**config.mk**
```make
export PLATFORM = sky130hd
export DESIGN_NAME = binary_bbox_tracker
export DESIGN_NICKNAME = d
export VERILOG_FILES = /design/src/rtl/binary_bbox_tracker.sv
export SDC_FILE = /design/constraint.sdc
export NUM_CORES = 1
export LEC_CHECK = 0
export CAP_MARGIN = 20
export CORE_MARGIN = 1
export CORE_UTILIZATION = 50
export CTS_BUF_LIST = sky130_fd_sc_hd__clkbuf_16
export CTS_CLUSTER_DIAMETER = 30
export DETAILED_ROUTE_END_ITERATION = 7
export GPL_TIMING_DRIVEN = 0
export PLACE_DENSITY_LB_ADDON = 0.15
export SLEW_MARGIN = 10
export SYNTH_ARGS = -nofsm -noshare
export SYNTH_HDL_FRONTEND = slang
export SYNTH_SLANG_ARGS = --single-unit
```
**constraint.sdc**
```tcl
create_clock -name clk -period 2.86 [get_ports clk]
set_clock_uncertainty 0.05 [all_clocks]
set_input_delay 0.572 -clock clk [delete_from_list [all_inputs] [get_ports clk]]
set_output_delay 0.572 -clock clk [all_outputs]
set_load 0.005 [all_outputs]
```
**src/rtl/binary_bbox_tracker.sv**
```systemverilog
// Binary foreground bounding-box tracker on an Avalon-ST pixel stream.
// One-deep registered pass-through with optional overlay of the previous frame's box perimeter.
module binary_bbox_tracker #(
    parameter int unsigned WIDTH          = 640,
    parameter int unsigned HEIGHT         = 480,
    parameter bit          OVERLAY_EN     = 1'b1,
    parameter logic [29:0] OVERLAY_COLOUR = 30'h3FF00000
) (
    input  logic                                 clk,
    input  logic                                 rst_n,
    input  logic                                 enable,
    input  logic [29:0]                          data_i,
    input  logic                                 startofpacket_i,
    input  logic                                 endofpacket_i,
    input  logic                                 valid_i,
    output logic                                 ready_o,
    output logic [29:0]                          data_o,
    output logic                                 startofpacket_o,
    output logic                                 endofpacket_o,
    output logic                                 valid_o,
    input  logic                                 ready_i,
    output logic [$clog2(WIDTH)-1:0]             bbox_min_x,
    output logic [$clog2(WIDTH)-1:0]             bbox_max_x,
    output logic [$clog2(HEIGHT)-1:0]            bbox_min_y,
    output logic [$clog2(HEIGHT)-1:0]            bbox_max_y,
    output logic [$clog2(WIDTH*HEIGHT):0]        fg_count,
    output logic                                 bbox_valid,
    output logic                                 frame_done
);

    localparam int unsigned XW = $clog2(WIDTH);
    localparam int unsigned YW = $clog2(HEIGHT);
    localparam int unsigned CW = $clog2(WIDTH * HEIGHT) + 1;
    localparam logic [XW-1:0] XMAX = XW'(WIDTH - 1);
    localparam logic [YW-1:0] YMAX = YW'(HEIGHT - 1);

    typedef enum logic [0:0] {StIdle, StActive} state_e;

    state_e state_q, state_d;

    logic          valid_q, sop_q, eop_q;
    logic [29:0]   data_q;
    logic [XW-1:0] x_q;
    logic [YW-1:0] y_q;

    logic          found_q, found_d;
    logic [XW-1:0] min_x_q, min_x_d, max_x_q, max_x_d;
    logic [YW-1:0] min_y_q, min_y_d, max_y_q, max_y_d;
    logic [CW-1:0] cnt_q, cnt_d;

    logic [XW-1:0] res_min_x_q, res_min_x_d, res_max_x_q, res_max_x_d;
    logic [YW-1:0] res_min_y_q, res_min_y_d, res_max_y_q, res_max_y_d;
    logic [CW-1:0] res_cnt_q, res_cnt_d;
    logic          res_valid_q, res_valid_d;
    logic          done_q, done_d;

    logic          accept;
    logic          fg;
    logic [XW-1:0] cur_x;
    logic [YW-1:0] cur_y;
    logic          in_x, in_y, on_x, on_y, hit;
    logic [29:0]   pix;

    assign ready_o = ~valid_q | ready_i;
    assign accept  = valid_i & ready_o;
    assign fg      = data_i[29];

    // A sop beat always sits at the origin, whatever the counters say.
    assign cur_x = startofpacket_i ? '0 : x_q;
    assign cur_y = startofpacket_i ? '0 : y_q;

    assign in_x = (cur_x >= res_min_x_q) && (cur_x <= res_max_x_q);
    assign in_y = (cur_y >= res_min_y_q) && (cur_y <= res_max_y_q);
    assign on_x = (cur_x == res_min_x_q) || (cur_x == res_max_x_q);
    assign on_y = (cur_y == res_min_y_q) || (cur_y == res_max_y_q);
    assign hit  = (in_x & on_y) | (in_y & on_x);
    assign pix  = (OVERLAY_EN && enable && res_valid_q && hit) ? OVERLAY_COLOUR : data_i;

    // Output register stage
    always_ff @(posedge clk or negedge rst_n) begin
        if (!rst_n) begin
            valid_q <= 1'b0;
            sop_q   <= 1'b0;
            eop_q   <= 1'b0;
            data_q  <= '0;
        end else if (accept) begin
            valid_q <= 1'b1;
            sop_q   <= startofpacket_i;
            eop_q   <= endofpacket_i;
            data_q  <= pix;
        end else if (ready_i) begin
            valid_q <= 1'b0;
        end
    end

    // Raster coordinate of the next beat; y saturates on overlong frames.
    always_ff @(posedge clk or negedge rst_n) begin
        if (!rst_n) begin
            x_q <= '0;
            y_q <= '0;
        end else if (accept) begin
            if (cur_x == XMAX) begin
                x_q <= '0;
                y_q <= (cur_y == YMAX) ? cur_y : cur_y + YW'(1);
            end else begin
                x_q <= cur_x + XW'(1);
                y_q <= cur_y;
            end
        end
    end

    logic          acc_found;
    logic [XW-1:0] acc_min_x, acc_max_x;
    logic [YW-1:0] acc_min_y, acc_max_y;
    logic [CW-1:0] acc_cnt;

    always_comb begin
        state_d     = state_q;
        found_d     = found_q;
        min_x_d     = min_x_q;
        max_x_d     = max_x_q;
        min_y_d     = min_y_q;
        max_y_d     = max_y_q;
        cnt_d       = cnt_q;
        res_min_x_d = res_min_x_q;
        res_max_x_d = res_max_x_q;
        res_min_y_d = res_min_y_q;
        res_max_y_d = res_max_y_q;
        res_cnt_d   = res_cnt_q;
        res_valid_d = res_valid_q;
        done_d      = 1'b0;

        // A sop beat starts from empty accumulators, discarding any partial frame.
        acc_found = startofpacket_i ? 1'b0 : found_q;
        acc_cnt   = startofpacket_i ? '0 : cnt_q;
        acc_min_x = min_x_q;
        acc_max_x = max_x_q;
        acc_min_y = min_y_q;
        acc_max_y = max_y_q;

        if (fg) begin
            if (!acc_found) begin
                acc_min_x = cur_x;
                acc_max_x = cur_x;
                acc_min_y = cur_y;
                acc_max_y = cur_y;
            end else begin
                if (cur_x < acc_min_x) acc_min_x = cur_x;
                if (cur_x > acc_max_x) acc_max_x = cur_x;
                if (cur_y < acc_min_y) acc_min_y = cur_y;
                if (cur_y > acc_max_y) acc_max_y = cur_y;
            end
            acc_found = 1'b1;
            acc_cnt   = acc_cnt + CW'(1);
        end

        if (!enable) begin
            state_d = StIdle;
            found_d = 1'b0;
            cnt_d   = '0;
        end else if (accept && (startofpacket_i || state_q == StActive)) begin
            if (endofpacket_i) begin
                state_d     = StIdle;
                found_d     = 1'b0;
                cnt_d       = '0;
                done_d      = 1'b1;
                res_cnt_d   = acc_cnt;
                res_valid_d = acc_found;
                if (acc_found) begin
                    res_min_x_d = acc_min_x;
                    res_max_x_d = acc_max_x;
                    res_min_y_d = acc_min_y;
                    res_max_y_d = acc_max_y;
                end
            end else begin
                state_d = StActive;
                found_d = acc_found;
                cnt_d   = acc_cnt;
                min_x_d = acc_min_x;
                max_x_d = acc_max_x;
                min_y_d = acc_min_y;
                max_y_d = acc_max_y;
            end
        end
    end

    always_ff @(posedge clk or negedge rst_n) begin
        if (!rst_n) begin
            state_q     <= StIdle;
            found_q     <= 1'b0;
            min_x_q     <= '0;
            max_x_q     <= '0;
            min_y_q     <= '0;
            max_y_q     <= '0;
            cnt_q       <= '0;
            res_min_x_q <= '0;
            res_max_x_q <= '0;
            res_min_y_q <= '0;
            res_max_y_q <= '0;
            res_cnt_q   <= '0;
            res_valid_q <= 1'b0;
            done_q      <= 1'b0;
        end else begin
            state_q     <= state_d;
            found_q     <= found_d;
            min_x_q     <= min_x_d;
            max_x_q     <= max_x_d;
            min_y_q     <= min_y_d;
            max_y_q     <= max_y_d;
            cnt_q       <= cnt_d;
            res_min_x_q <= res_min_x_d;
            res_max_x_q <= res_max_x_d;
            res_min_y_q <= res_min_y_d;
            res_max_y_q <= res_max_y_d;
            res_cnt_q   <= res_cnt_d;
            res_valid_q <= res_valid_d;
            done_q      <= done_d;
        end
    end

    assign valid_o         = valid_q;
    assign startofpacket_o = sop_q;
    assign endofpacket_o   = eop_q;
    assign data_o          = data_q;
    assign bbox_min_x      = res_min_x_q;
    assign bbox_max_x      = res_max_x_q;
    assign bbox_min_y      = res_min_y_q;
    assign bbox_max_y      = res_max_y_q;
    assign fg_count        = res_cnt_q;
    assign bbox_valid      = res_valid_q;
    assign frame_done      = done_q;

endmodule
```
==> flow_metrics.py, run 1 <==
metrics = {
    "run_status": {
        "status": "complete, but fails checks",
        "violations": "negative setup slack",
    },
    "yosys": {
        "synth-seq-area-share_pct": 44.52,
        "synthXorXnorAreaFrac_pct": 2.899,
        "netlist_area_um2": 9667,
        "synth_top_family_by_area": "simple AND/OR/NAND/NOR gates",
        "synth_top_area_share_pct": 44.52,
        "synthMuxAreaShare_pct": 7.158,
        "ys.flop_type": "dfrtp_1",
        "ys_ff_latch": 172,
        "syn_area_per_cell_um2": 9.696,
        "synthAdderAreaFrac_pct": 8.853,
        "synth_fp_nets": 1100,
        "synth_top_cells_by_area": "dfrtp_1 (45%), ha_1 (8.5%), mux2_2 (3.5%), nand2_1 (3.5%), inv_1 (3.4%)",
        "synth_compound_area_share_pct": 15.51,
        "synth_most_common_cell": "dfrtp_1",
        "ys_types": 63,
        "yosysWarnings": 0,
        "synth_simple_gate_area_share_pct": 15.58,
        "synth_top_area_cell": "dfrtp_1",
        "synthArstFlopShare_pct": 100.0,
        "synth.cells.most_frequent": "dfrtp_1 (172), nand2_1 (90), inv_1 (87)",
        "syn_inst": 997,
        "synth_edf_count": 0,
    },
    "floorplan": {
        "die_h_um": 141.0,
        "fp-row-count": 50,
        "fp.dieW_um": 141.0,
        "start_util_pct": 51.34,
        "dieArea_um2": 19890,
        "ios": 131,
        "coreArea_um2": 18830,
    },
    "placement": {
        "dp_slack_ns": -1.642,
        "place_congestion": 0.8682,
        "dp_hpwl_mm": 18.25,
        "port-buffer-count": 129,
    },
    "setup_path": {
        "critical-path-top-delay-family": "simple AND/OR/NAND/NOR gates",
        "critical-path-max-stage-delay_ns": 0.39,
        "worst-path-buf-inv": 6,
        "required_ns": 3.15,
        "arrival_ns": 3.18,
        "crit_path_cell_trace": "buf_12 -> clkbuf_16 -> clkbuf_16 -> nor2b_4 -> buf_12 -> ha_4 -> and4_4 -> nand2_2 -> or3_4 -> and4_4 -> a2111oi_4 -> a211oi_2 -> buf_6 -> buf_8 -> a22o_1",
        "rrSetupSlack_ns": 0,
        "end_kind": "flop",
        "path_class": "input pin to flop",
        "rr_endpoint": "data_o[2]",
        "critPathMaxFanout": 10,
        "timing.rr.start": "y_q[5]",
        "crit_path_start_kind": "input pin",
        "r2r_cells": 12,
        "cp_slowest_cell": "or3_4",
    },
    "clock_tree": {
        "numCtsBuffers": 17,
        "root_buffer": "clkbuf_16",
        "clk-insertion-delay-late_ns": 0.44,
        "clk_pin_slew_ns": 0.08,
        "cts_max_level": 4,
        "clock_sinks": 172,
        "holdBufCountCts": 0,
        "clockBufferDepth": 2,
        "cts_tree": "built",
    },
    "timing": {
        "final.setup.worst_slack_ns": -0.03013,
        "maxSlewViolCount": 0,
        "period_share_pct": 101.1,
        "fin_crit_ns": 2.890,
        "tightestPinTransition_ns": 0.8256,
        "max_freq_ghz": 0.3460,
        "hold_viol": 0,
        "hold_ws_ns": 0.03796,
        "slew_headroom_pct": 44.59,
        "setup_violations": 20,
        "rsz0062_at_grt": "true",
    },
    "power": {
        "power.density_nw_per_um2": 548.8,
        "ir_drop_v": 0.0004966,
        "p_leak_nw": 5.854,
    },
    "cells_and_area": {
        "syn_to_final_growth_pct": 35.48,
        "antenna_cells": 0,
        "layout-drive-gt1-share_pct": 19.43,
        "layout.nets": 1310,
    },
    "drt": {
        "routed_wl_mm": 27.70,
        "avgViaCountPerCell": 5.681,
        "firstDrtPassIters": 5,
        "drtIter0Drc": 679,
        "drc": 0,
        "vias": 8408,
        "routedWlPerCell_um": 18.72,
        "antenna_left": 0,
    },
    "grt": {
        "antenna_found_initial": 0,
        "track_usage_pct": 28.37,
        "grt_pass1_wl_mm": 43.74,
        "first_global_vias": 8392,
        "grt_max_degree": 102,
        "grt-ovfl-total": 0,
    },
    "job": {
        "max-cap-violations": 0,
    },
    "min_path": {
        "hold_path_class": "input pin to asynchronous set/reset pin",
    },
}
area by class of cell:
| type | instances | area, µm² |
|---|---|---|
| Fill cell | 1453 | 5734 |
| Multi-Input combinational cell | 691 | 5314 |
| Sequential cell | 172 | 4307 |
| Timing Repair Buffer | 193 | 1899 |
| Clock buffer | 17 | 425.4 |
| Inverter | 90 | 337.8 |
| Buffer | 42 | 334.1 |
| Tap cell | 260 | 325.3 |
| Clock inverter | 15 | 153.9 |
cells by family after synthesis:
kind of cell,after synthesis
XOR/XNOR,32
buffers and inverters,134
AO/OA/AOI/OAI,226
flip-flops,172
multiplexers,65
adder cells (fa/ha/maj),69
AND/OR/NAND/NOR,299
placed cells by master (no fill, tap or decap), types with 6 or more instances in the layout:
master           netlist  routed
dfrtp_1              172     170
clkdlybuf4s50_1        0     127
nand2_1               90      86
inv_1                 87      85
nor2_1                64      63
ha_1                  66      59
buf_4                  2      54
a21oi_1               60      54
o21ai_0               58      51
a22o_1                31      31
mux2i_1               32      29
nand3_1               30      28
mux2_2                30      24
clkbuf_16              0      21
nand2b_1              21      17
xnor2_1               17      17
nor2b_1               30      15
clkbuf_1              25      15
xor2_1                15      15
nand4_1               12      12
nor2b_4                0      11
and3_1                11      11
buf_6                  0      10
a21o_1                10      10
o221ai_1              10      10
o21ai_1                4       8
nor3_1                12       8
a31oi_1                7       7
mux2_4                 0       7
ha_4                   0       7
buf_2                 15       6
inv_6                  0       6
buf_12                 0       6
per-layer routing:
metal	vias to the layer above	GRT usage, %	share of wire (%)
met2	310	46.32	48
met5	-	0	0
met1	4112	37.99	43
met3	52	4.552	5.6
met4	0	10.93	2.5
li1	3934	-	-
how the worst max path moves through the flow:
stage | start | to | slack, ns | cells past startpoint
5_1_grt | startofpacket_i | data_o[5] | -0.07 | 15
4_1_cts | startofpacket_i | data_o[13] | -0.01 | 16
3_5_place_dp | startofpacket_i | data_o[17] | -1.64 | 13
3_3_place_gp | rst_n | data_o[3] | -6.16 | 1
2_1_floorplan | startofpacket_i | max_x_q[0] | -0.29 | 12
6_report | startofpacket_i | data_o[2] | -0.03 | 15
what timing repair did:
item                                    CTS  global route
gates cloned                              1             3
setup buffers                            42            17
pin swaps                                14            11
endpoints found under the setup margin  129           123
gates resized for setup                  69            59
where the power goes:
group	internal, W	switching [W]
Sequential	0.00270	0.000229
Combinational	0.00101	0.000914
Clock	0.00123	0.00109
per-stage QoR:
stage / TNS, ns / total power (W) / instances / area (µm²) / utilization, %
3_5_place_dp: -157.12 / 0.004632 / 1388 / 11500 / 61.08
5_1_grt: -1.091 / 0.007534 / 1480 / 13100 / 69.55
4_1_cts: -0.01824 / 0.007057 / 1462 / 12720 / 67.54
6_report: -0.3692 / 0.007187 / 1480 / 13100 / 69.55
3_3_place_gp: -1223.16 / 0.004588 / 1386 / 11460 / 60.86
2_1_floorplan: -11.81 / 0.003818 / 997 / 9844 / -
registers in the layout, summed over array words and instances (netlist names), 9 cells and up:
signal	flops
max_x_q	10
y_q	9
min_y_q	9
bbox_max_y	9
max_y_q	9
bbox_min_y	9
min_x_q	10
fg_count	20
x_q	10
bbox_min_x	10
bbox_max_x	10
data_o	30
cnt_q	20
(Power assumes the default switching activity.)
==> inputs of run 2 (changes only) <==
--- a/config.mk
+++ b/config.mk
@@ -13,7 +13,9 @@
 export DETAILED_ROUTE_END_ITERATION = 7
 export GPL_TIMING_DRIVEN = 0
 export PLACE_DENSITY_LB_ADDON = 0.15
+export SETUP_SLACK_MARGIN = 0.05
 export SLEW_MARGIN = 10
 export SYNTH_ARGS = -nofsm -noshare
 export SYNTH_HDL_FRONTEND = slang
 export SYNTH_SLANG_ARGS = --single-unit
+export TNS_END_PERCENT = 10
==> run 2 against run 1 <==
Against the previous run: the flow finishes with violations (design-rule violations, negative setup slack); register-to-register slack barely moved; via count fell by 1.7%; worst setup slack got worse by 0.0055 ns; sequential cell count did not move; critical path type unchanged; critical endpoint is now data_o[29].
==> flow_metrics.py, run 2 (synthesized netlist as in run 1, its figures left out) <==
metrics = {
    "clock_tree": {
        "numCtsBuffers": 17,
        "holdBufCountCts": 0,
        "clock_sinks": 172,
        "cts_max_level": 4,
        "clk-insertion-delay-late_ns": 0.43,
        "clockBufferDepth": 2,
        "cts_tree": "built",
        "clk_pin_slew_ns": 0.07,
        "root_buffer": "clkbuf_16",
    },
    "grt": {
        "antenna_found_initial": 0,
        "grt-ovfl-total": 0,
        "grt_pass1_wl_mm": 42.82,
        "grt_max_degree": 95,
        "track_usage_pct": 27.70,
        "first_global_vias": 8075,
    },
    "drt": {
        "routedWlPerCell_um": 18.47,
        "firstDrtPassIters": 8,
        "avgViaCountPerCell": 5.627,
        "routed_wl_mm": 27.11,
        "drtIter0Drc": 535,
        "vias": 8261,
        "antenna_left": 0,
        "drc": 1,
    },
    "floorplan": {
        "die_h_um": 141.0,
        "ios": 131,
        "start_util_pct": 51.34,
        "fp-row-count": 50,
        "fp.dieW_um": 141.0,
        "dieArea_um2": 19890,
        "coreArea_um2": 18830,
    },
    "setup_path": {
        "critical-path-max-stage-delay_ns": 0.39,
        "required_ns": 3.12,
        "crit_path_start_kind": "input pin",
        "arrival_ns": 3.15,
        "crit_path_cell_trace": "buf_12 -> clkbuf_16 -> clkbuf_16 -> buf_12 -> nor2b_4 -> ha_4 -> and4_1 -> nand4_1 -> nor3_2 -> a211oi_2 -> a221oi_2 -> a211oi_4 -> buf_4 -> buf_6 -> a21oi_1",
        "end_kind": "flop",
        "path_class": "input pin to flop",
        "critPathMaxFanout": 7,
        "cp_slowest_cell": "a211oi_4",
    },
    "min_path": {
        "hold_path_class": "input pin to asynchronous set/reset pin",
    },
    "timing": {
        "hold_viol": 0,
        "setup_violations": 26,
        "rsz0062_at_grt": "true",
        "slew_headroom_pct": 47.79,
        "period_share_pct": 101.2,
        "fin_crit_ns": 2.896,
        "final.setup.worst_slack_ns": -0.03564,
        "tightestPinTransition_ns": 0.7832,
        "maxSlewViolCount": 0,
        "max_freq_ghz": 0.3453,
    },
    "cells_and_area": {
        "largest_reg_flops": 30,
        "final_util_pct": 69.13,
        "stdcell_count": 1468,
        "layout-drive-gt1-share_pct": 19.04,
        "final_cell_mix": "dfrtp_1 (171), clkdlybuf4s50_1 (127), nand2_1 (88)",
        "layout.nets": 1300,
        "final_common_cell": "dfrtp_1",
        "final.fill_count": 1426,
        "antenna_cells": 0,
        "syn_to_final_growth_pct": 34.66,
    },
    "placement": {
        "port-buffer-count": 129,
        "dp_hpwl_mm": 18.30,
        "place_congestion": 0.8959,
        "dp_slack_ns": -1.875,
        "numPlacedInstances": 1388,
    },
    "job": {
        "max-cap-violations": 0,
    },
    "power": {
        "power.density_nw_per_um2": 542.4,
        "p_total_w": 0.007060,
        "ir_drop_v": 0.0004702,
        "p_leak_nw": 5.787,
    },
    "run_status": {
        "status": "complete, but fails checks",
        "violations": "design-rule violations, negative setup slack",
    },
}
==> run 2: final timing paths <==
kind / from / to / slack (ns) / depth (start not counted)
worst max-delay path: startofpacket_i / data_o[29] / -0.04 / 15
worst min-delay path: rst_n / bbox_max_x[8] / 0.08 / 1
worst max register to register: y_q[6] / data_o[9] / 0.01 / 12
worst min register to register: fg_count[17] / fg_count[17] / 0.42 / 2
max in group asynchronous: rst_n / data_o[19] / 1.84 / 2
min in group clk: fg_count[17] / fg_count[17] / 0.42 / 2
==> run 2: layout make-up <==
cell class | instances | area (µm²) | share of cell area [%]
multi-input combinational | 692 | 5381 | 41.34
clock inverter | 13 | 117.6 | 0.9035
tap | 260 | 325.3 | 2.499
clock buffer | 17 | 425.4 | 3.268
inverter | 90 | 337.8 | 2.595
sequential | 172 | 4305 | 33.07
timing repair buffer | 181 | 1787 | 13.73
buffer | 43 | 337.8 | 2.595
==> run 2: through the flow <==
| step | area (µm²) | hold slack, ns | TNS [ns] |
|---|---|---|---|
| 2_1_floorplan | 9813 | 0.2264 | -13.28 |
| 3_3_place_gp | 11430 | 0.4041 | -1238.55 |
| 3_5_place_dp | 11470 | 0.4067 | -165.52 |
| 4_1_cts | 12630 | 0.1435 | -2.869 |
| 5_1_grt | 13020 | 0.1900 | -1.976 |
| 6_report | 13020 | 0.08000 | -0.3283 |
==> run 2: power by group <==
group / leakage (nW) / internal [W] / switching [W]
logic: 3.28 / 0.00101 / 0.000907
registers: 2.24 / 0.00270 / 0.000231
clock network: 0.267 / 0.00120 / 0.00101
==> run 2: critical path: cells and delay by family <==
family | cells | cell delay [ns]
AO/OA/AOI/OAI | 4 | 0.89
buffers and inverters | 6 | 0.88
AND/OR/NAND/NOR | 4 | 0.56
adder cells (fa/ha/maj) | 1 | 0.21
==> run 2: routing by layer <==
layer / up-vias / part of all wire (%) / track usage [%]
li1: 3913 / - / -
met1: 4045 / 44 / 37.35
met2: 253 / 49 / 44.80
met3: 50 / 4.9 / 3.940
met4: 0 / 2.3 / 11.73
met5: - / 0 / 0
==> run 2: timing repair <==
item / 4_1_cts / 5_1_grt
setup endpoints to repair: 129 / 117
buffers inserted: 28 / 19
pin swaps: 20 / 26
resized for setup: 81 / 60
cloned: 4 / 1
